File: src/rtl/vx_execute_gather_pkg.sv
// Shared widths, gather FSM state and warp header record for the execute gather block.
package vx_execute_gather_pkg;
  localparam int NUM_THREADS   = 4;
  localparam int XLEN          = 32;
  localparam int UUID_WIDTH    = 16;
  localparam int NW_WIDTH      = 2;
  localparam int PC_WIDTH      = 32;
  localparam int OP_TYPE_WIDTH = 4;
  localparam int OP_ARGS_WIDTH = 8;
  localparam int NR_WIDTH      = 5;
  localparam int NT_WIDTH      = 2;
  localparam int CU_ID_WIDTH   = 2;

  typedef enum logic [1:0] {
    GATHER_IDLE    = 2'd0,
    GATHER_COLLECT = 2'd1,
    GATHER_FULL    = 2'd2
  } gather_state_e;

  typedef struct packed {
    logic [UUID_WIDTH-1:0]    uuid;
    logic [NW_WIDTH-1:0]      wid;
    logic [PC_WIDTH-1:0]      pc;
    logic [OP_TYPE_WIDTH-1:0] op_type;
    logic [OP_ARGS_WIDTH-1:0] op_args;
    logic                     wb;
    logic [NR_WIDTH-1:0]      rd;
    logic [NT_WIDTH-1:0]      tid;
    logic [CU_ID_WIDTH-1:0]   cu_id;
  } gather_hdr_t;

  // Beats per full warp for a given input lane count.
  function automatic int pid_count(input int num_lanes);
    return NUM_THREADS / num_lanes;
  endfunction

  function automatic int log2up(input int n);
    return (n > 1) ? $clog2(n) : 1;
  endfunction
endpackage

File: src/rtl/vx_gather_lane_buf.sv
// Full-warp lane register array; each input beat lands in the lanes selected by its pid.
module vx_gather_lane_buf
  import vx_execute_gather_pkg::*;
#(
  parameter int NUM_LANES = 1,
  parameter int PID_WIDTH = 1
) (
  input  logic                        clk,
  input  logic                        reset,
  input  logic                        clear,
  input  logic                        wr_en,
  input  logic [PID_WIDTH-1:0]        wr_pid,
  input  logic [NUM_LANES-1:0]        wr_tmask,
  input  logic [NUM_LANES*XLEN-1:0]   wr_rs1_data,
  input  logic [NUM_LANES*XLEN-1:0]   wr_rs2_data,
  input  logic [NUM_LANES*XLEN-1:0]   wr_rs3_data,
  output logic [NUM_THREADS-1:0]      tmask,
  output logic [NUM_THREADS*XLEN-1:0] rs1_data,
  output logic [NUM_THREADS*XLEN-1:0] rs2_data,
  output logic [NUM_THREADS*XLEN-1:0] rs3_data
);
  for (genvar gi = 0; gi < NUM_THREADS; gi++) begin : g_lane
    localparam int LANE = gi % NUM_LANES;
    localparam int PID  = gi / NUM_LANES;

    logic            sel;
    logic            tmask_reg;
    logic [XLEN-1:0] rs1_reg, rs2_reg, rs3_reg;

    assign sel = wr_en && (wr_pid == PID_WIDTH'(PID));

    // The write takes priority so a clear-and-write beat leaves its own lanes populated.
    always_ff @(posedge clk or negedge reset) begin
      if (!reset) begin
        tmask_reg <= 1'b0;
      end else if (sel) begin
        tmask_reg <= wr_tmask[LANE];
      end else if (clear) begin
        tmask_reg <= 1'b0;
      end
    end

    always_ff @(posedge clk) begin
      if (sel) begin
        rs1_reg <= wr_rs1_data[LANE*XLEN +: XLEN];
        rs2_reg <= wr_rs2_data[LANE*XLEN +: XLEN];
        rs3_reg <= wr_rs3_data[LANE*XLEN +: XLEN];
      end else if (clear) begin
        rs1_reg <= '0;
        rs2_reg <= '0;
        rs3_reg <= '0;
      end
    end

    assign tmask[gi]                  = tmask_reg;
    assign rs1_data[gi*XLEN +: XLEN]  = rs1_reg;
    assign rs2_data[gi*XLEN +: XLEN]  = rs2_reg;
    assign rs3_data[gi*XLEN +: XLEN]  = rs3_reg;
  end
endmodule

File: src/rtl/vx_execute_gather.sv
// Reassembles pid-indexed partial-warp beats into a single full-warp record.
module vx_execute_gather
  import vx_execute_gather_pkg::*;
#(
  parameter int NUM_LANES = 1,
  parameter int PID_WIDTH = log2up(pid_count(NUM_LANES))
) (
  input  logic                        clk,
  input  logic                        reset,
  input  logic                        execute_in_valid,
  input  logic [UUID_WIDTH-1:0]       execute_in_uuid,
  input  logic [NW_WIDTH-1:0]         execute_in_wid,
  input  logic [NUM_LANES-1:0]        execute_in_tmask,
  input  logic [PC_WIDTH-1:0]         execute_in_pc,
  input  logic [OP_TYPE_WIDTH-1:0]    execute_in_op_type,
  input  logic [OP_ARGS_WIDTH-1:0]    execute_in_op_args,
  input  logic                        execute_in_wb,
  input  logic [NR_WIDTH-1:0]         execute_in_rd,
  input  logic [NT_WIDTH-1:0]         execute_in_tid,
  input  logic [CU_ID_WIDTH-1:0]      execute_in_cu_id,
  input  logic [NUM_LANES*XLEN-1:0]   execute_in_rs1_data,
  input  logic [NUM_LANES*XLEN-1:0]   execute_in_rs2_data,
  input  logic [NUM_LANES*XLEN-1:0]   execute_in_rs3_data,
  input  logic [PID_WIDTH-1:0]        execute_in_pid,
  input  logic                        execute_in_sop,
  input  logic                        execute_in_eop,
  output logic                        execute_in_ready,
  output logic                        execute_out_valid,
  output logic [UUID_WIDTH-1:0]       execute_out_uuid,
  output logic [NW_WIDTH-1:0]         execute_out_wid,
  output logic [NUM_THREADS-1:0]      execute_out_tmask,
  output logic [PC_WIDTH-1:0]         execute_out_pc,
  output logic [OP_TYPE_WIDTH-1:0]    execute_out_op_type,
  output logic [OP_ARGS_WIDTH-1:0]    execute_out_op_args,
  output logic                        execute_out_wb,
  output logic [NR_WIDTH-1:0]         execute_out_rd,
  output logic [NT_WIDTH-1:0]         execute_out_tid,
  output logic [CU_ID_WIDTH-1:0]      execute_out_cu_id,
  output logic [NUM_THREADS*XLEN-1:0] execute_out_rs1_data,
  output logic [NUM_THREADS*XLEN-1:0] execute_out_rs2_data,
  output logic [NUM_THREADS*XLEN-1:0] execute_out_rs3_data,
  output logic [0:0]                  execute_out_pid,
  output logic                        execute_out_sop,
  output logic                        execute_out_eop,
  input  logic                        execute_out_ready,
  output logic                        proto_err
);
  gather_state_e state_reg, state_next, eff_state;
  gather_hdr_t   hdr_reg, in_hdr;
  logic ready_en_reg, proto_err_reg, err_next;
  logic in_fire, out_fire, buf_clear, buf_wr, hdr_load, hdr_mismatch;

  assign execute_out_valid = (state_reg == GATHER_FULL);
  assign out_fire          = execute_out_valid && execute_out_ready;
  assign execute_in_ready  = ready_en_reg && ((state_reg != GATHER_FULL) || execute_out_ready);
  assign in_fire           = execute_in_valid && execute_in_ready;
  assign hdr_mismatch      = (execute_in_wid != hdr_reg.wid) || (execute_in_uuid != hdr_reg.uuid);

  always_comb begin
    in_hdr         = '0;
    in_hdr.uuid    = execute_in_uuid;
    in_hdr.wid     = execute_in_wid;
    in_hdr.pc      = execute_in_pc;
    in_hdr.op_type = execute_in_op_type;
    in_hdr.op_args = execute_in_op_args;
    in_hdr.wb      = execute_in_wb;
    in_hdr.rd      = execute_in_rd;
    in_hdr.tid     = execute_in_tid;
    in_hdr.cu_id   = execute_in_cu_id;
  end

  // A drained FULL behaves as IDLE for a beat arriving in the same cycle.
  always_comb begin
    eff_state  = (state_reg == GATHER_FULL && out_fire) ? GATHER_IDLE : state_reg;
    state_next = eff_state;
    buf_clear  = 1'b0;
    buf_wr     = 1'b0;
    hdr_load   = 1'b0;
    err_next   = 1'b0;
    if (in_fire) begin
      if (execute_in_sop) begin
        buf_clear  = 1'b1;
        buf_wr     = 1'b1;
        hdr_load   = 1'b1;
        err_next   = (eff_state == GATHER_COLLECT);
        state_next = execute_in_eop ? GATHER_FULL : GATHER_COLLECT;
      end else if (eff_state == GATHER_COLLECT) begin
        buf_wr   = 1'b1;
        err_next = hdr_mismatch;
        if (execute_in_eop) begin
          state_next = GATHER_FULL;
        end
      end else begin
        err_next = 1'b1;
      end
    end
  end

  always_ff @(posedge clk or negedge reset) begin
    if (!reset) begin
      state_reg     <= GATHER_IDLE;
      proto_err_reg <= 1'b0;
      ready_en_reg  <= 1'b0;
    end else begin
      state_reg     <= state_next;
      proto_err_reg <= err_next;
      ready_en_reg  <= 1'b1;
    end
  end

  always_ff @(posedge clk) begin
    if (hdr_load) begin
      hdr_reg <= in_hdr;
    end
  end

  vx_gather_lane_buf #(
    .NUM_LANES (NUM_LANES),
    .PID_WIDTH (PID_WIDTH)
  ) lane_buf (
    .clk         (clk),
    .reset       (reset),
    .clear       (buf_clear),
    .wr_en       (buf_wr),
    .wr_pid      (execute_in_pid),
    .wr_tmask    (execute_in_tmask),
    .wr_rs1_data (execute_in_rs1_data),
    .wr_rs2_data (execute_in_rs2_data),
    .wr_rs3_data (execute_in_rs3_data),
    .tmask       (execute_out_tmask),
    .rs1_data    (execute_out_rs1_data),
    .rs2_data    (execute_out_rs2_data),
    .rs3_data    (execute_out_rs3_data)
  );

  assign proto_err           = proto_err_reg;
  assign execute_out_uuid    = hdr_reg.uuid;
  assign execute_out_wid     = hdr_reg.wid;
  assign execute_out_pc      = hdr_reg.pc;
  assign execute_out_op_type = hdr_reg.op_type;
  assign execute_out_op_args = hdr_reg.op_args;
  assign execute_out_wb      = hdr_reg.wb;
  assign execute_out_rd      = hdr_reg.rd;
  assign execute_out_tid     = hdr_reg.tid;
  assign execute_out_cu_id   = hdr_reg.cu_id;
  assign execute_out_pid     = 1'b0;
  assign execute_out_sop     = 1'b1;
  assign execute_out_eop     = 1'b1;
endmodule
File: config.mk
export PLATFORM = sky130hd
export DESIGN_NAME = vx_execute_gather
export DESIGN_NICKNAME = d
export VERILOG_FILES = /design/src/rtl/vx_execute_gather_pkg.sv /design/src/rtl/vx_gather_lane_buf.sv /design/src/rtl/vx_execute_gather.sv
export SDC_FILE = /design/constraint.sdc
export NUM_CORES = 1
export LEC_CHECK = 0
export BUFFER_PORTS_ARGS = -buffer_cell sky130_fd_sc_hd__buf_4
export CAP_MARGIN = 5
export CORE_AREA = 3 3 251 253
export CTS_CLUSTER_DIAMETER = 150
export DETAILED_ROUTE_END_ITERATION = 7
export DIE_AREA = 0 0 254 256
export PLACE_DENSITY = 0.59
export SLEW_MARGIN = 20
export SYNTH_ARGS = -nofsm -noshare
export SYNTH_HDL_FRONTEND = slang
export SYNTH_SLANG_ARGS = --single-unit
File: constraint.sdc
create_clock -name clk -period 7.62 [get_ports clk]
set_input_delay 1.524 -clock clk [delete_from_list [all_inputs] [get_ports clk]]
set_output_delay 1.524 -clock clk [all_outputs]
set_load 0.05 [all_outputs]
After elaboration in Yosys (flattened, before gate mapping)
Cells that the tools add are included.

storage, ports and cells
  register bits = 464
  bits of input ports = 177
  output and inout bits = 466
  word-level logic and storage cells = 83

cells by class
  eq/ne operators = 8
  muxes and demuxes = 32
  reduce and logical (&&, ||, !) cells = 15

operators with widths
  operator              count
  $mux W32              13
  $ne A16 B16 Y1        1
  $mux W1               13
  $mux W2               6
  $logic_and A1 B1 Y1   8
  $reduce_bool A2 Y1    4
  $eq A2 B2 Y1 const B  3
  $eq A2 B1 Y1 const B  2
  $logic_not A2 Y1      1
  $logic_or A1 B1 Y1    2
  $ne A2 B2 Y1          1
  $ne A2 B2 Y1 const B  1

Logic depth before layout (Yosys ltp)
Gate-level depths: netlist of the first run.

  depth after elaboration = 10
  gate-level depth with buffers = 6
  gate-level depth less buffers = 4

By module
A second synthesis of the first run with hierarchy kept.

unflattened totals
  cells, all modules = 1074
  area, all modules = 16525.8 µm²

by module, submodules not included
  module              instances  cells each  area each (µm²)  sequential area each (µm²)
  vx_gather_lane_buf  1          946         13900.8          11631.2
  vx_execute_gather   1          128         2625.0           2262.2

Least setup slack after synthesis of the first run
No wires, ideal clock.

  path type = in2reg
  start = in execute_in_sop
  end = reg lane_buf.g_lane[0].rs1_reg[0] (enable)
  library setup time = 460 ps
  arrival = 5557 ps
  data required time = 7160 ps
  path slack = 1602 ps
  stages = 4
  cell sequence = and3_2 o21ai_1 inv_1 or2_1

on the way
  elaborated cells between the ends (all ways) = 6
  those cells by class = mux: 4; reduce/logical: 2

RTL lines
  item                                 line                      RTL
  start: declaration                   vx_execute_gather.sv:25   input logic execute_in_sop,
  $mux W1                              vx_execute_gather.sv:81   if (execute_in_sop) begin
  $mux W1                              vx_execute_gather.sv:80   if (in_fire) begin
  net buf_clear                        vx_execute_gather.sv:51   logic in_fire, out_fire, buf_clear, buf_wr, hdr_load, hdr_mismatch;
  $reduce_bool A2 Y1 (no source line)  --
  end signal: assignment               vx_gather_lane_buf.sv:45  rs1_reg <= wr_rs1_data[LANE*XLEN +: XLEN];
  end: declaration                     vx_gather_lane_buf.sv:28  logic [XLEN-1:0] rs1_reg, rs2_reg, rs3_reg;

The timed path passes the listed nets, and every way through them passes these cells.
A chain may end at the register's enable or synchronous reset.

Worst setup path after layout of the first run
  start = in execute_in_sop
  end = reg lane_buf.g_lane[0].rs1_reg[8] (enable)

on the way
  longest elaborated chain between the ends = 4
  elaborated cells between the ends (all ways) = 6
  those cells by class = mux: 4; reduce/logical: 2

RTL lines
  item                                     line                      RTL
  $mux W1                                  vx_execute_gather.sv:81
  $mux W1                                  vx_execute_gather.sv:80
  $logic_and A1 B1 Y1                      vx_gather_lane_buf.sv:30  assign sel = wr_en && (wr_pid == PID_WIDTH'(PID));
  $reduce_bool A2 Y1 (no source line) (*)  --

Every way passes the cells marked *; elsewhere a longest branch is shown, timed or not.

==> results by stage, run 1 <==
Logic synthesis:
- The share of synthesized cell area in full adder, half adder and majority cells is 0%.
- Summing the areas of all compound-gate instances in the mapped netlist gives 1.33% of the synthesized area.
- sky130_fd_sc_hd__edfxtp_1 takes more of the synthesized area than any other cell.
- The top-area cell type share of the netlist area is roughly four fifths.
- Yosys mapped a number of flops with a built-in enable equal to 456.
- In the synthesized netlist, the number of instances is 967.
- In the synthesized netlist the dominant register cell turns out to be sky130_fd_sc_hd__edfxtp_1.
- By area the synthesized netlist is led by sky130_fd_sc_hd__edfxtp_1 80%, sky130_fd_sc_hd__and2_1 13%, sky130_fd_sc_hd__and2_2 1.4%.
- The largest family of logic cells by synthesized area is simple AND/OR/NAND/NOR gates.
- The share of flip-flops with an asynchronous set or reset after synthesis is 1.72%.
- During synthesis, Yosys emitted a total of 0 warnings.
- Dividing the synthesized area by the synthesized cell count gives approximately 18 µm².
- The multiplexer area fraction after synthesis is 0%.
- The xor/xnor cell area share of the yosys netlist is 0.916%.
- The count of state elements after synthesis is 464.
- Yosys mapped the design onto 34 distinct sky130hd cell types.
- The post-synthesis share of cell area spent on and, or, nand and nor gates is 15.0%.
- The cell area after synthesis is about 17000 µm².
- Sequential elements use 80.7% of the synthesized area.

Die:
- The number of placed I/O pins is 643.
- The placeable core region is approximately 60000 µm².
- The initial core utilization is ~28%.
- The number of rows created at floorplan is 91.
- From bottom edge to top edge, the die measures 256 µm.
- The die covers between 60000 and 70000 µm².
- The overall die width is 254 µm.

STA:
- Dividing the final minimum period by the clock period gives 51.7%.
- The aggregate negative setup slack is 0 ns.
- The achievable clock frequency is between 200 and 300 MHz.
- Setup violations remaining at the end of the flow were counted as 0.
- The smallest clock period supported by the final layout is computed as 3.94 ns.
- The final hold violation count came to 0.
- The worst hold slack is 0.545 ns.
- For the pin with the worst max-slew slack, the measured transition is 0.993 ns.
- Setup repair after global routing left no endpoint under its margin.
- The max-slew violation count is 0.
- The worst clock skew on the final layout is 0.0157 ns.
- The tightest slew margin relative to the limit is roughly 34%.

Critical path:
- The critical register-to-register path startpoint is state_reg[0].
- The most critical setup path has its startpoint at execute_in_sop.
- Data on the critical path arrives at its endpoint at 4.14 ns.
- The critical path endpoint category is a register.
- The path type of the worst setup path is in -> reg.
- Counting cells, the worst reg-to-reg path comes to 5.
- On the critical path the largest part of the delay comes from buffers and inverters.
- In this run the critical register-to-register path is captured at lane_buf.g_lane[0].rs1_reg[8].
- The critical path data required time is roughly 8 ns.
- The worst reg-to-reg setup slack is 4.12 ns.
- The capture point of the worst path is lane_buf.g_lane[0].rs1_reg[8].
- The cell with the biggest individual delay on the critical path is sky130_fd_sc_hd__or2_4.
- The most numerous cell on the critical path is sky130_fd_sc_hd__buf_4.
- The maximum fanout encountered on the critical timing path is 55.
- The peak per-stage delay on the critical path is 0.77 ns.
- The critical path runs through a total of 6 cells.
- The count of buffering cells on the critical path with inverters included is 3.
- The startpoint kind of the worst setup timing path is an input pin.
- Walking the worst path, the cells encountered are buf_4 -> o211ai_4 -> a2111oi_4 -> buf_4 -> or2_4 -> buf_4.

CTS:
- The number of clock buffers inserted by TritonCTS is 49.
- The number of H-tree levels is 2.
- The total of hold buffers inserted after clock tree synthesis is 0.
- After clock tree synthesis, the repair step resized 0 gates.
- The total number of clock tree sinks is 464.
- The clock-pin transition on the worst setup and hold timing paths is ~0.060 ns.
- No sink is reached through more buffers than the 3 on the longest clock path.
- In this run the post-CTS setup repair buffer count came out at 0.
- The TritonCTS clock tree is yes.
- The root buffer cell is sky130_fd_sc_hd__clkbuf_16.
- Clock latency on the worst-skew pair, taken at its later pin, is 0.56 ns.

Status:
- The flow ran to the end, and the final reports show no timing, DRC or antenna violations.

Global routing:
- The first global-routing pass estimated 71000 µm of wire.
- The fraction of met3 tracks used by global routing is 4.98%.
- The initial antenna violation count came to 2.
- For this run the aggregate overflow at the end of global routing stands at 0.
- Global routing used 16.4% of the available met1 tracks.
- The via count of the first global-routing pass is 10.7k.
- The overall global routing resource usage is between 10 and 15%.
- The busiest layer in global routing is met2.
- Global routing used between 20% and 30% of the available met2 tracks.
- Entering global routing, the biggest net connects 99 pins.

Route:
- The pre-antenna-repair detailed-routing pass consisted of 4 iterations.
- The routed design has 49400 µm of wire.
- Using the TritonRoute via totals, the vias-per-cell ratio works out to 4.17.
- The number of antenna-violating nets in the routed design is 0.
- The starting DRC count in detailed routing is 523.
- The detail-routed net length per standard cell is 20.2 µm.
- The count of vias placed by the detailed router is roughly 10k.
- The number of DRC violations after detailed routing is 0.

Placement:
- The routability congestion estimate from global placement is 0.778.
- After legalization and detailed placement, the total HPWL measured 35400 µm.
- Buffers placed on the I/O ports in this run total 639.

Worst hold path:
- The class of the worst hold path is reg -> reg.

Layout:
- Leaving out fill and tap cells, the most frequent cells in the layout are 653 x sky130_fd_sc_hd__buf_4, 456 x sky130_fd_sc_hd__edfxtp_1, 352 x sky130_fd_sc_hd__and2_1.
- The fraction of final layout cells with drive strength greater than 1 is 45.8%.
- The final net count is approximately 1.8k.
- Relative to the synthesized area, the layout overhead comes to 41.0%.
- The library cell used most frequently in the layout, excluding fill and tap cells, is sky130_fd_sc_hd__buf_4.

Flow run:
- The tool flagged a number of max-cap violations equal to 0.

Power and ir drop:
- VDD sags by at most approximately 130 µV.
- The power density over the cells is around 240 nW/µm².
- For this design the static power due to leakage is 9.76 nW.
worst register-to-register path, delay by kind of cell, from the launching register on:
family          cells  cell delay (ns)
flops               1             0.61
compound gates      2             0.58
simple gates        1             0.78
buf+inv             2             1.12
per-layer routing:
metal / part of all wire, % / routed length (µm)
met3: 8.7 / 4280
met5: 0 / 0
met2: 51 / 25300
met1: 37 / 18500
met4: 2.6 / 1310
how the worst min path moves through the flow:
stage | slack [ns] | depth (start not counted) | startpoint | end
6_report | 0.55 | 2 | lane_buf.g_lane[1].tmask_reg | lane_buf.g_lane[1].tmask_reg
2_1_floorplan | 0.50 | 2 | lane_buf.g_lane[0].tmask_reg | lane_buf.g_lane[0].tmask_reg
4_1_cts | 0.55 | 2 | lane_buf.g_lane[1].tmask_reg | lane_buf.g_lane[1].tmask_reg
3_3_place_gp | 0.52 | 2 | lane_buf.g_lane[1].tmask_reg | lane_buf.g_lane[1].tmask_reg
3_5_place_dp | 0.54 | 2 | lane_buf.g_lane[1].tmask_reg | lane_buf.g_lane[1].tmask_reg
5_1_grt | 0.61 | 2 | lane_buf.g_lane[1].tmask_reg | lane_buf.g_lane[1].tmask_reg
cell type report:
class                           count  area [µm²]
Clock inverter                     32         228
Fill cell                        5741       37000
Clock buffer                       54        1240
Multi-Input combinational cell    452        2990
Inverter                            4        15.0
Sequential cell                   464       13900
Timing Repair Buffer              653        4900
Tap cell                          790         988
Antenna cell                        2        5.00
metrics by stage:
step / setup WS (ns) / cells / util [%] / instance area [µm²] / total power [W]
6_report: 3.68 / 2451 / 39.6 / 24300 / 0.00587
3_3_place_gp: 3.13 / 2363 / 37.2 / 22800 / 0.00369
3_5_place_dp: 3.03 / 2363 / 37.2 / 22800 / 0.00370
5_1_grt: 3.50 / 2449 / 39.6 / 24300 / 0.00607
2_1_floorplan: 1.60 / 969 / - / 17200 / 0.00342
4_1_cts: 3.65 / 2449 / 39.6 / 24300 / 0.00595
logic make-up (layout without fill, tap and decap cells):
logic type	after synthesis	after routing
DFF	464	464
and+or+nand+nor	411	411
buffers and inverters	53	743
AOI/OAI and AO/OA	19	19
xor gates and xnor gates	18	18
other	2	6
where the power goes:
group,switching [W],internal [W],leakage [nW]
clock,0.000965,0.00127,0.725
combinational,0.000495,0.000198,4.54
sequential,0.0000411,0.00290,4.49
total,0.00150,0.00437,9.76
synth_stat cells, types with 4 or more instances:
cell type and number:
sky130_fd_sc_hd__and2_2 32, sky130_fd_sc_hd__inv_1 4, sky130_fd_sc_hd__buf_4 8, sky130_fd_sc_hd__xnor2_1 6, sky130_fd_sc_hd__a2111oi_4 4, sky130_fd_sc_hd__or2_1 4
sky130_fd_sc_hd__buf_8 4, sky130_fd_sc_hd__buf_6 4, sky130_fd_sc_hd__and2_1 352, sky130_fd_sc_hd__clkbuf_2 32, sky130_fd_sc_hd__edfxtp_1 456, sky130_fd_sc_hd__nand2_1 11
sky130_fd_sc_hd__dfrtp_1 8, sky130_fd_sc_hd__o21ai_0 5, sky130_fd_sc_hd__xor2_1 12
No activity file was read; power rests on OpenSTA's default activity.
==> run 2, diff against run 1 <==
==> constraint.sdc (replaced) <==
create_clock -name clk -period 4 [get_ports clk]
set_input_delay 0.8 -clock clk [delete_from_list [all_inputs] [get_ports clk]]
set_output_delay 0.8 -clock clk [all_outputs]
set_load 0.05 [all_outputs]
==> run 2 against run 1 <==
Compared with the run above: routed wire length rose by 2.7%; clock-buffer cell count grew 10; via count is 1.1% higher; register-to-register slack got worse by 3.0 ns; power up 94%; clock power grew 99%; highest routed layer is now met5.
==> results by stage, run 2 (synthesis gave the netlist of run 1 again) <==
Critical path:
- The maximum fanout encountered on the critical timing path is 47 (was 55).
- The path type of the worst setup path is reg -> reg (was in -> reg).
- The count of buffering cells on the critical path with inverters included is 1 (was 3).
- The critical path endpoint category is a register (unchanged).
- The peak per-stage delay on the critical path is 0.73 ns (was 0.77 ns).
- The startpoint kind of the worst setup timing path is a register (was input pin).
- The cell with the biggest individual delay on the critical path is sky130_fd_sc_hd__or2_4 (unchanged).
- The worst reg-to-reg setup slack was 1.14 ns (was 4.12 ns).
- The critical path data required time came to 4.21 ns (was 7.82 ns).
- The arrival time of the worst setup path is 3.07 ns (was 4.14 ns).
- The worst flop-to-flop path endpoint is lane_buf.g_lane[3].rs1_reg[25] (was lane_buf.g_lane[0].rs1_reg[8]).
- The largest delay contributor family on the critical path is simple AND/OR/NAND/NOR gates (was buffers and inverters).
- Crit-path cells: o211ai_4 -> a2111oi_4 -> or2_4 -> buf_4 (was buf_4 -> o211ai_4 -> a2111oi_4 -> buf_4 -> or2_4 -> buf_4).
- The critical register-to-register path startpoint is state_reg[0] (unchanged).
- The number of cells on the worst reg-to-reg path is 4 (was 5).

Die:
- The number of placed I/O pins was 643 (unchanged).
- The overall die width was 254 µm (unchanged).
- The initial core utilization is 28.1% (unchanged).
- The number of rows created at floorplan came to 91 (unchanged).
- The placeable core region is 61300 µm² (unchanged).
- The chip height was 256 µm (unchanged).
- The floorplan die area is 65000 µm² (unchanged).

Layout:
- The count of filler cells inserted in the layout is 5744 (was 5741).
- The synthesis-to-layout area growth is 41.6% (was 41.0%).
- The most common cell after layout, fill and taps aside is sky130_fd_sc_hd__buf_4 (unchanged).
- Most frequent cells in the layout: 651 x sky130_fd_sc_hd__buf_4, 456 x sky130_fd_sc_hd__edfxtp_1, 352 x sky130_fd_sc_hd__and2_1 (was 653 x sky130_fd_sc_hd__buf_4, 456 x sky130_fd_sc_hd__edfxtp_1, 352 x sky130_fd_sc_hd__and2_1).
- The count of antenna diodes in the layout came to 0 (was 2).
- The final non-filler cell total is 2452 (was 2451).
- The fraction of final layout cells with drive strength greater than 1 is 46.0% (was 45.8%).
- The final net count is 1801 (unchanged).

CTS:
- The clock latency on the worst-skew pair is 0.57 ns (was 0.56 ns).
- The number of post-CTS setup repair buffers is 0 (unchanged).
- The clock-pin transition on the worst setup and hold timing paths is 0.06 ns (about the same).
- The number of H-tree levels is 2 (unchanged).
- The number of clock buffers inserted by TritonCTS is 49 (unchanged).
- The post-cts sizing count is 0 (unchanged).
- The maximum buffer depth of the clock tree is 3 (unchanged).
- The total number of clock tree sinks is 464 (unchanged).
- The root buffer cell was sky130_fd_sc_hd__clkbuf_16 (unchanged).
- The total of hold buffers inserted after clock tree synthesis is 0 (unchanged).
- The TritonCTS clock tree was yes (unchanged).

STA:
- The achievable clock frequency is 349 MHz.
- The transition time of the tightest slew-check pin is 1.07 ns (was 0.993 ns).
- The final hold violation count came to 0 (unchanged).
- The number of setup violations in the final report is 0 (unchanged).
- The worst clock skew on the final layout is 0.0140 ns (was 0.0157 ns).
- The max-slew violation count came to 0 (unchanged).
- The post-route minimum period is between 2 and 3 ns.
- Unrepaired setup endpoints after global routing: false (unchanged).
- Of the available clock period, the critical path in the final layout requires 71.5%.
- The aggregate negative setup slack is 0 ns (unchanged).
- The tightest slew margin relative to the limit is 28.6% (was 33.8%).
- The final setup slack of the worst path is 1.14 ns (was 3.68 ns).

Global routing:
- The initial antenna violation count is 1 (was 2).
- The global-route wire length before repair is 73800 µm (was 71000 µm).
- The total grt overflow is 0 (unchanged).
- The overall global routing resource usage is 15.2% (was 14.5%).
- The via count of the first global-routing pass is 10.9k (was 10.7k).
- The pin count of the biggest net entering global routing is 99 (unchanged).

Route:
- The number of antenna-violating nets in the routed design is 0 (unchanged).
- The detail-routed net length per standard cell came to 20.7 µm (was 20.2 µm).
- The number of iterations in the first detailed-routing pass is 4 (unchanged).
- The via count normalized by instance count was 4.22 (was 4.17).
- The number of DRC violations after detailed routing is 0 (unchanged).
- The wire length reported by the detailed router is 50700 µm (was 49400 µm).
- The starting DRC count in detailed routing is 571 (was 523).
- The count of vias placed by the detailed router came to 10.3k (was 10.2k).

Flow run:
- The reported max-cap violation count is 0 (unchanged).

Placement:
- The number of buffers inserted by port buffering is 639 (unchanged).
- The routability congestion estimate from global placement was 0.798 (was 0.778).
- The half-perimeter wire length after placement is 35400 µm (about the same).
- The cell count after placement came to 2363 (unchanged).
- The worst slack after detailed placement is 0.792 ns (was 3.03 ns).

Power and ir drop:
- The sum of internal, switching and leakage power is 0.0114 W (was 0.00587 W).
- The leakage dissipation is 9.80 nW (was 9.76 nW).
- The worst ir drop on vdd is 343 µV (was 134 µV).
- The power density over the cells is 467 nW/µm² (was 242 nW/µm²).

Status:
- Result of the run: completed (unchanged).

Worst hold path:
- The class of the worst hold path is in -> async (was reg -> reg).
[run 2: cell types whose count changed in the layout (fill, tap and decap cells not counted)]
cell                         change
sky130_fd_sc_hd__clkbuf_1        +8
sky130_fd_sc_hd__inv_2           -1
sky130_fd_sc_hd__clkinv_2        +2
sky130_fd_sc_hd__buf_12          +2
sky130_fd_sc_hd__clkinv_4        +1
sky130_fd_sc_hd__diode_2         -2
sky130_fd_sc_hd__inv_6           -2
sky130_fd_sc_hd__clkinv_1        -9
sky130_fd_sc_hd__buf_4           -2
sky130_fd_sc_hd__clkbuf_16       +2
sky130_fd_sc_hd__clkinvlp_4      +1
sky130_fd_sc_hd__bufinv_16       +1
[run 2: power by group]
group,internal (W),leakage (nW),switching [W],total [W]
clock,0.00259,0.762,0.00186,0.00445
combinational,0.000382,4.54,0.000955,0.00134
sequential,0.00553,4.49,0.0000742,0.00560
[run 2: layout make-up]
| cell class | count | area (µm²) | share of cell area [%] |
|---|---|---|---|
| Sequential cell | 464 | 13900 | 57.0 |
| Timing Repair Buffer | 653 | 4930 | 20.2 |
| Multi-Input combinational cell | 452 | 2990 | 12.3 |
| Clock buffer | 64 | 1330 | 5.44 |
| Tap cell | 790 | 988 | 4.06 |
| Clock inverter | 25 | 225 | 0.924 |
| Inverter | 4 | 18.8 | 0.0770 |
[run 2: how the worst max path moves through the flow]
stage                     slack [ns]                             end               from  cells past startpoint
after floorplan               -0.009   lane_buf.g_lane[0].rs1_reg[0]  execute_out_ready                      4
after global placement          0.88  lane_buf.g_lane[3].rs2_reg[25]     execute_in_sop                      5
after detailed placement        0.79  lane_buf.g_lane[3].rs2_reg[25]     execute_in_sop                      5
after CTS                       1.09   lane_buf.g_lane[3].rs2_reg[4]       state_reg[0]                      4
after global routing            0.91  lane_buf.g_lane[3].rs3_reg[19]       state_reg[0]                      4
final                           1.14  lane_buf.g_lane[3].rs1_reg[25]       state_reg[0]                      4
[run 2: stage by stage]
stage	instance area, µm²	hold slack, ns	utilization, %
after floorplan	17200	0.503	-
after global placement	22800	0.527	37.3
after detailed placement	22800	0.528	37.3
after CTS	24400	0.000996	39.8
after global routing	24400	0.00550	39.8
final	24400	0.0413	39.8
[run 2: layer usage]
metal,part of all wire (%),up-vias,GRT usage (%)
met5,0.026,-,0
li1,-,4721,-
met3,7.5,95,4.18
met2,51,405,26.3
met1,38,5117,18.1
met4,3.2,2,5.50
==> run 3, diff against run 2 <==
--- a/config.mk
+++ b/config.mk
@@ -5,13 +5,14 @@
 export SDC_FILE = /design/constraint.sdc
 export NUM_CORES = 1
 export LEC_CHECK = 0
+export ABC_AREA = 1
 export BUFFER_PORTS_ARGS = -buffer_cell sky130_fd_sc_hd__buf_4
 export CAP_MARGIN = 5
-export CORE_AREA = 3 3 251 253
+export CORE_AREA = 3 3 246 248
 export CTS_CLUSTER_DIAMETER = 150
 export DETAILED_ROUTE_END_ITERATION = 7
-export DIE_AREA = 0 0 254 256
-export PLACE_DENSITY = 0.59
+export DIE_AREA = 0 0 249 251
+export PLACE_DENSITY = 0.61
 export SLEW_MARGIN = 20
 export SYNTH_ARGS = -nofsm -noshare
 export SYNTH_HDL_FRONTEND = slang
==> constraint.sdc (replaced) <==
create_clock -name clk -period 2.51 [get_ports clk]
set_input_delay 0.502 -clock clk [delete_from_list [all_inputs] [get_ports clk]]
set_output_delay 0.502 -clock clk [all_outputs]
set_load 0.05 [all_outputs]
==> run 3 against run 2 <==
Compared with the run above: combinational power increased by 68%; utilization increased by 1.4 points; first-iteration DRC count increased by 7.4%; power increased by 61%; largest cell class unchanged; sequential power increased by 59%; maximum frequency increased by 33%; final cell count increased by 6.3%; area after synthesis decreased by 4.2%; critical path depth increased by 3; largest power group unchanged; sequential share of layout area increased by 0.54 points; critical path type unchanged; non-clock buffer count increased by 14.
==> results by stage, run 3 <==
Logic synthesis:
- The number of synthesized flops with an enable pin is 456 (unchanged).
- Synth top cells by count: 456 x sky130_fd_sc_hd__edfxtp_1, 404 x sky130_fd_sc_hd__nor2_1, 130 x sky130_fd_sc_hd__inv_1 (was 456 x sky130_fd_sc_hd__edfxtp_1, 352 x sky130_fd_sc_hd__and2_1, 32 x sky130_fd_sc_hd__and2_2, 32 x sky130_fd_sc_hd__clkbuf_2, 12 x sky130_fd_sc_hd__xor2_1).
- The synthesized instance count came to 1124 (was 967).
- The dominant synthesized flop cell is sky130_fd_sc_hd__edfxtp_1 (unchanged).
- The most frequently used cell type in the post-synthesis netlist was sky130_fd_sc_hd__edfxtp_1 (unchanged).
- Largest cells by area after synthesis: sky130_fd_sc_hd__edfxtp_1 83%, sky130_fd_sc_hd__nor2_1 9.2%, sky130_fd_sc_hd__inv_1 3.0% (was sky130_fd_sc_hd__edfxtp_1 80%, sky130_fd_sc_hd__and2_1 13%, sky130_fd_sc_hd__and2_2 1.4%).
- The share of flip-flops with an asynchronous set or reset after synthesis is 1.72% (unchanged).
- The count of state elements after synthesis came to 464 (unchanged).
- The post-synthesis cell type count is 21 (was 34).
- The cell area after synthesis is 16500 µm² (was 17200 µm²).
- The top-area cell type share of the netlist area was 83.0% (was 79.6%).
- The average cell area after synthesis is 14.7 µm² (was 17.8 µm²).
- The biggest area consumer among synthesized cells is sky130_fd_sc_hd__edfxtp_1 (unchanged).
- The part of the Yosys area used for sequential elements is 84.2% (was 80.7%).
- The warning count from the yosys run is 0 (unchanged).

Critical path:
- The cell with the biggest individual delay on the critical path was sky130_fd_sc_hd__dfrtp_1 (was sky130_fd_sc_hd__or2_4).
- The number of cells on the worst reg-to-reg path came to 7 (was 4).
- The arrival time of the worst setup path is 2.40 ns (was 3.07 ns).
- The worst flop-to-flop path endpoint is lane_buf.g_lane[2].rs3_reg[25] (was lane_buf.g_lane[3].rs1_reg[25]).
- The largest delay contributor family on the critical path is simple AND/OR/NAND/NOR gates (unchanged).
- The path type of the worst setup path was reg -> reg (unchanged).
- The maximum fanout encountered on the critical timing path is 27 (was 47).
- The critical path endpoint category is a register (unchanged).
- Crit-path cells: inv_1 -> nor2_1 -> inv_2 -> a21oi_4 -> nand3_4 -> nand2_8 -> buf_12 (was o211ai_4 -> a2111oi_4 -> or2_4 -> buf_4).
- The count of buffering cells on the critical path with inverters included was 3 (was 1).
- The startpoint kind of the worst setup timing path is a register (unchanged).
- The peak per-stage delay on the critical path is 0.42 ns (was 0.73 ns).
- The startpoint of the most critical setup path is state_reg[0] (unchanged).
- The critical register-to-register path startpoint is state_reg[0] (unchanged).
- The worst reg-to-reg setup slack is 0.36 ns (was 1.14 ns).
- The critical path data required time came to 2.76 ns (was 4.21 ns).

Global routing:
- The overall global routing resource usage is 15.1% (was 15.2%).
- The initial antenna violation count is 0 (was 1).
- The via count of the first global-routing pass was 11.2k (was 10.9k).
- The global-route wire length before repair was 71900 µm (was 73800 µm).
- The pin count of the biggest net entering global routing is 74 (was 99).
- The total grt overflow was 0 (unchanged).

STA:
- The share of the clock period used by the worst path after layout is 85.7% (was 71.5%).
- Unrepaired setup endpoints after global routing: false (unchanged).
- The transition time of the tightest slew-check pin is 0.723 ns (was 1.07 ns).
- The post-route minimum period is 2.15 ns (was 2.86 ns).
- The tightest slew margin relative to the limit came to 51.8% (was 28.6%).
- The worst clock skew on the final layout is 0.0203 ns (was 0.0140 ns).
- The max-slew violation count came to 0 (unchanged).
- The number of setup violations in the final report is 0 (unchanged).
- The final hold violation count is 0 (unchanged).
- The achievable clock frequency is 465 MHz (was 349 MHz).

Die:
- The number of placed I/O pins is 643 (unchanged).
- The initial core utilization is 28.1% (about the same).
- The chip height is 251 µm (was 256 µm).
- The placeable core region came to 58700 µm² (was 61300 µm²).
- The number of rows created at floorplan is 89 (was 91).
- The overall die width is 249 µm (was 254 µm).
- The floorplan die area is 62500 µm² (was 65000 µm²).

Route:
- The starting DRC count in detailed routing came to 613 (was 571).
- The number of iterations in the first detailed-routing pass came to 5 (was 4).
- The via count normalized by instance count is 4.18 (was 4.22).
- The count of vias placed by the detailed router came to 10.9k (was 10.3k).
- The number of antenna-violating nets in the routed design is 0 (unchanged).
- The number of DRC violations after detailed routing is 0 (unchanged).
- The detail-routed net length per standard cell is 18.9 µm (was 20.7 µm).
- The wire length reported by the detailed router is 49200 µm (was 50700 µm).

Flow run:
- The reported max-cap violation count is 0 (unchanged).

Power and ir drop:
- The leakage dissipation is 10.5 nW (was 9.80 nW).
- The power density over the cells is 758 nW/µm² (was 467 nW/µm²).
- The worst ir drop on vdd is 445 µV (was 343 µV).
- The sum of internal, switching and leakage power is 0.0183 W (was 0.0114 W).

Worst hold path:
- The class of the worst hold path is in -> reg (was in -> async).
- Counting instances, the worst hold path has a depth of 1.
- The endpoint with the worst hold slack is execute_out_op_type[0].
- The worst min-delay path startpoint is execute_in_op_type[0].

Placement:
- The number of buffers inserted by port buffering is 639 (unchanged).
- The routability congestion estimate from global placement is 0.799 (was 0.798).
- The half-perimeter wire length after placement came to 36100 µm (was 35400 µm).

Layout:
- The synthesis-to-layout area growth is 46.3% (was 41.6%).
- The fraction of final layout cells with drive strength greater than 1 came to 41.2% (was 46.0%).
- The area of all sequential standard cells is 13900 µm² (unchanged).
- The count of filler cells inserted in the layout came to 5470 (was 5744).
- The count of antenna diodes in the layout was 0 (unchanged).
- The final design utilization was 41.1% (was 39.8%).
- The final net count was 1973 (was 1801).
- Most frequent cells in the layout: 652 x sky130_fd_sc_hd__buf_4, 456 x sky130_fd_sc_hd__edfxtp_1, 402 x sky130_fd_sc_hd__nor2_1 (was 651 x sky130_fd_sc_hd__buf_4, 456 x sky130_fd_sc_hd__edfxtp_1, 352 x sky130_fd_sc_hd__and2_1).
- The most common cell after layout, fill and taps aside is sky130_fd_sc_hd__buf_4 (unchanged).
- The total area of multi-input combinational cells is 2010 µm² (was 2990 µm²).

CTS:
- The number of H-tree levels is 2 (unchanged).
- The total of hold buffers inserted after clock tree synthesis came to 1 (was 0).
- The maximum buffer depth of the clock tree came to 3 (unchanged).
- The total number of clock tree sinks is 464 (unchanged).
- The number of post-CTS setup repair buffers is 0 (unchanged).
- The post-cts sizing count is 0 (unchanged).
- The clock latency on the worst-skew pair is 0.57 ns (about the same).
- The root buffer cell is sky130_fd_sc_hd__clkbuf_16 (unchanged).
- The clock-pin transition on the worst setup and hold timing paths came to 0.06 ns (about the same).
- The TritonCTS clock tree is yes (unchanged).
- The number of clock buffers inserted by TritonCTS came to 48 (was 49).

Status:
- Result of the run: completed (unchanged).
==> run 3: cell types whose count changed after synthesis, sizes merged, moves of 3 or more <==
cell / before / now
nor2: 1 / 404
and2: 384 / 0
inv: 4 / 132
nand2: 11 / 48
clkbuf: 32 / 17
buf: 17 / 30
xor2: 12 / 0
nand3: 1 / 11
a2111oi: 4 / 0
xnor2: 6 / 2
or2: 4 / 1
==> run 3: logic make-up after synthesis <==
family,synth area share [%]
other,0.0455
buffers and inverters,4.36
AND/OR/NAND/NOR,10.8
AO/OA/AOI/OAI,0.417
XOR/XNOR,0.106
flip-flops,84.2
==> run 3: area by class of cell <==
cell class	count	area share (%)
repair buffers	667	21.5
flip-flops and latches	464	57.6
inverters	133	2.07
multi-input cells	482	8.33
clock inverters	27	1.12
well taps	773	4.01
clock buffers	61	5.44
==> run 3: per-layer routing <==
| metal | up-vias | wire length, µm | track usage (%) |
|---|---|---|---|
| met3 | 84 | 4150 | 4.83 |
| met5 | - | 0 | 0 |
| met4 | 0 | 1540 | 5.12 |
| li1 | 5072 | - | - |
| met2 | 467 | 25300 | 26.5 |
| met1 | 5275 | 18200 | 17.5 |
==> run 3: power by group <==
part | switching, W | internal (W) | leakage, nW
clock network | 0.00290 | 0.00421 | 0.783
logic | 0.00162 | 0.000631 | 5.13
registers | 0.000108 | 0.00882 | 4.56
==> run 3: stage by stage <==
stage	hold slack [ns]	instance area (µm²)	std cells	worst slack, ns	TNS (ns)
floorplan	0.206	16600	1126	-1.47	-569.41
global placement	0.324	22500	2518	0.305	0
detailed placement	0.329	22500	2518	0.250	0
CTS	0.0604	24100	2607	0.333	0
global route	0.0689	24100	2607	0.217	0
finish	0.107	24100	2607	0.359	0
==> run 3: worst max path at each step <==
stage	to	slack (ns)	cells after the start
floorplan	lane_buf.g_lane[0].rs1_reg[0]	-1.47	7
global placement	lane_buf.g_lane[2].rs2_reg[0]	0.31	8
detailed placement	lane_buf.g_lane[2].rs3_reg[25]	0.25	8
CTS	lane_buf.g_lane[2].rs3_reg[25]	0.33	7
global route	lane_buf.g_lane[2].rs3_reg[25]	0.22	7
finish	lane_buf.g_lane[2].rs3_reg[25]	0.36	7
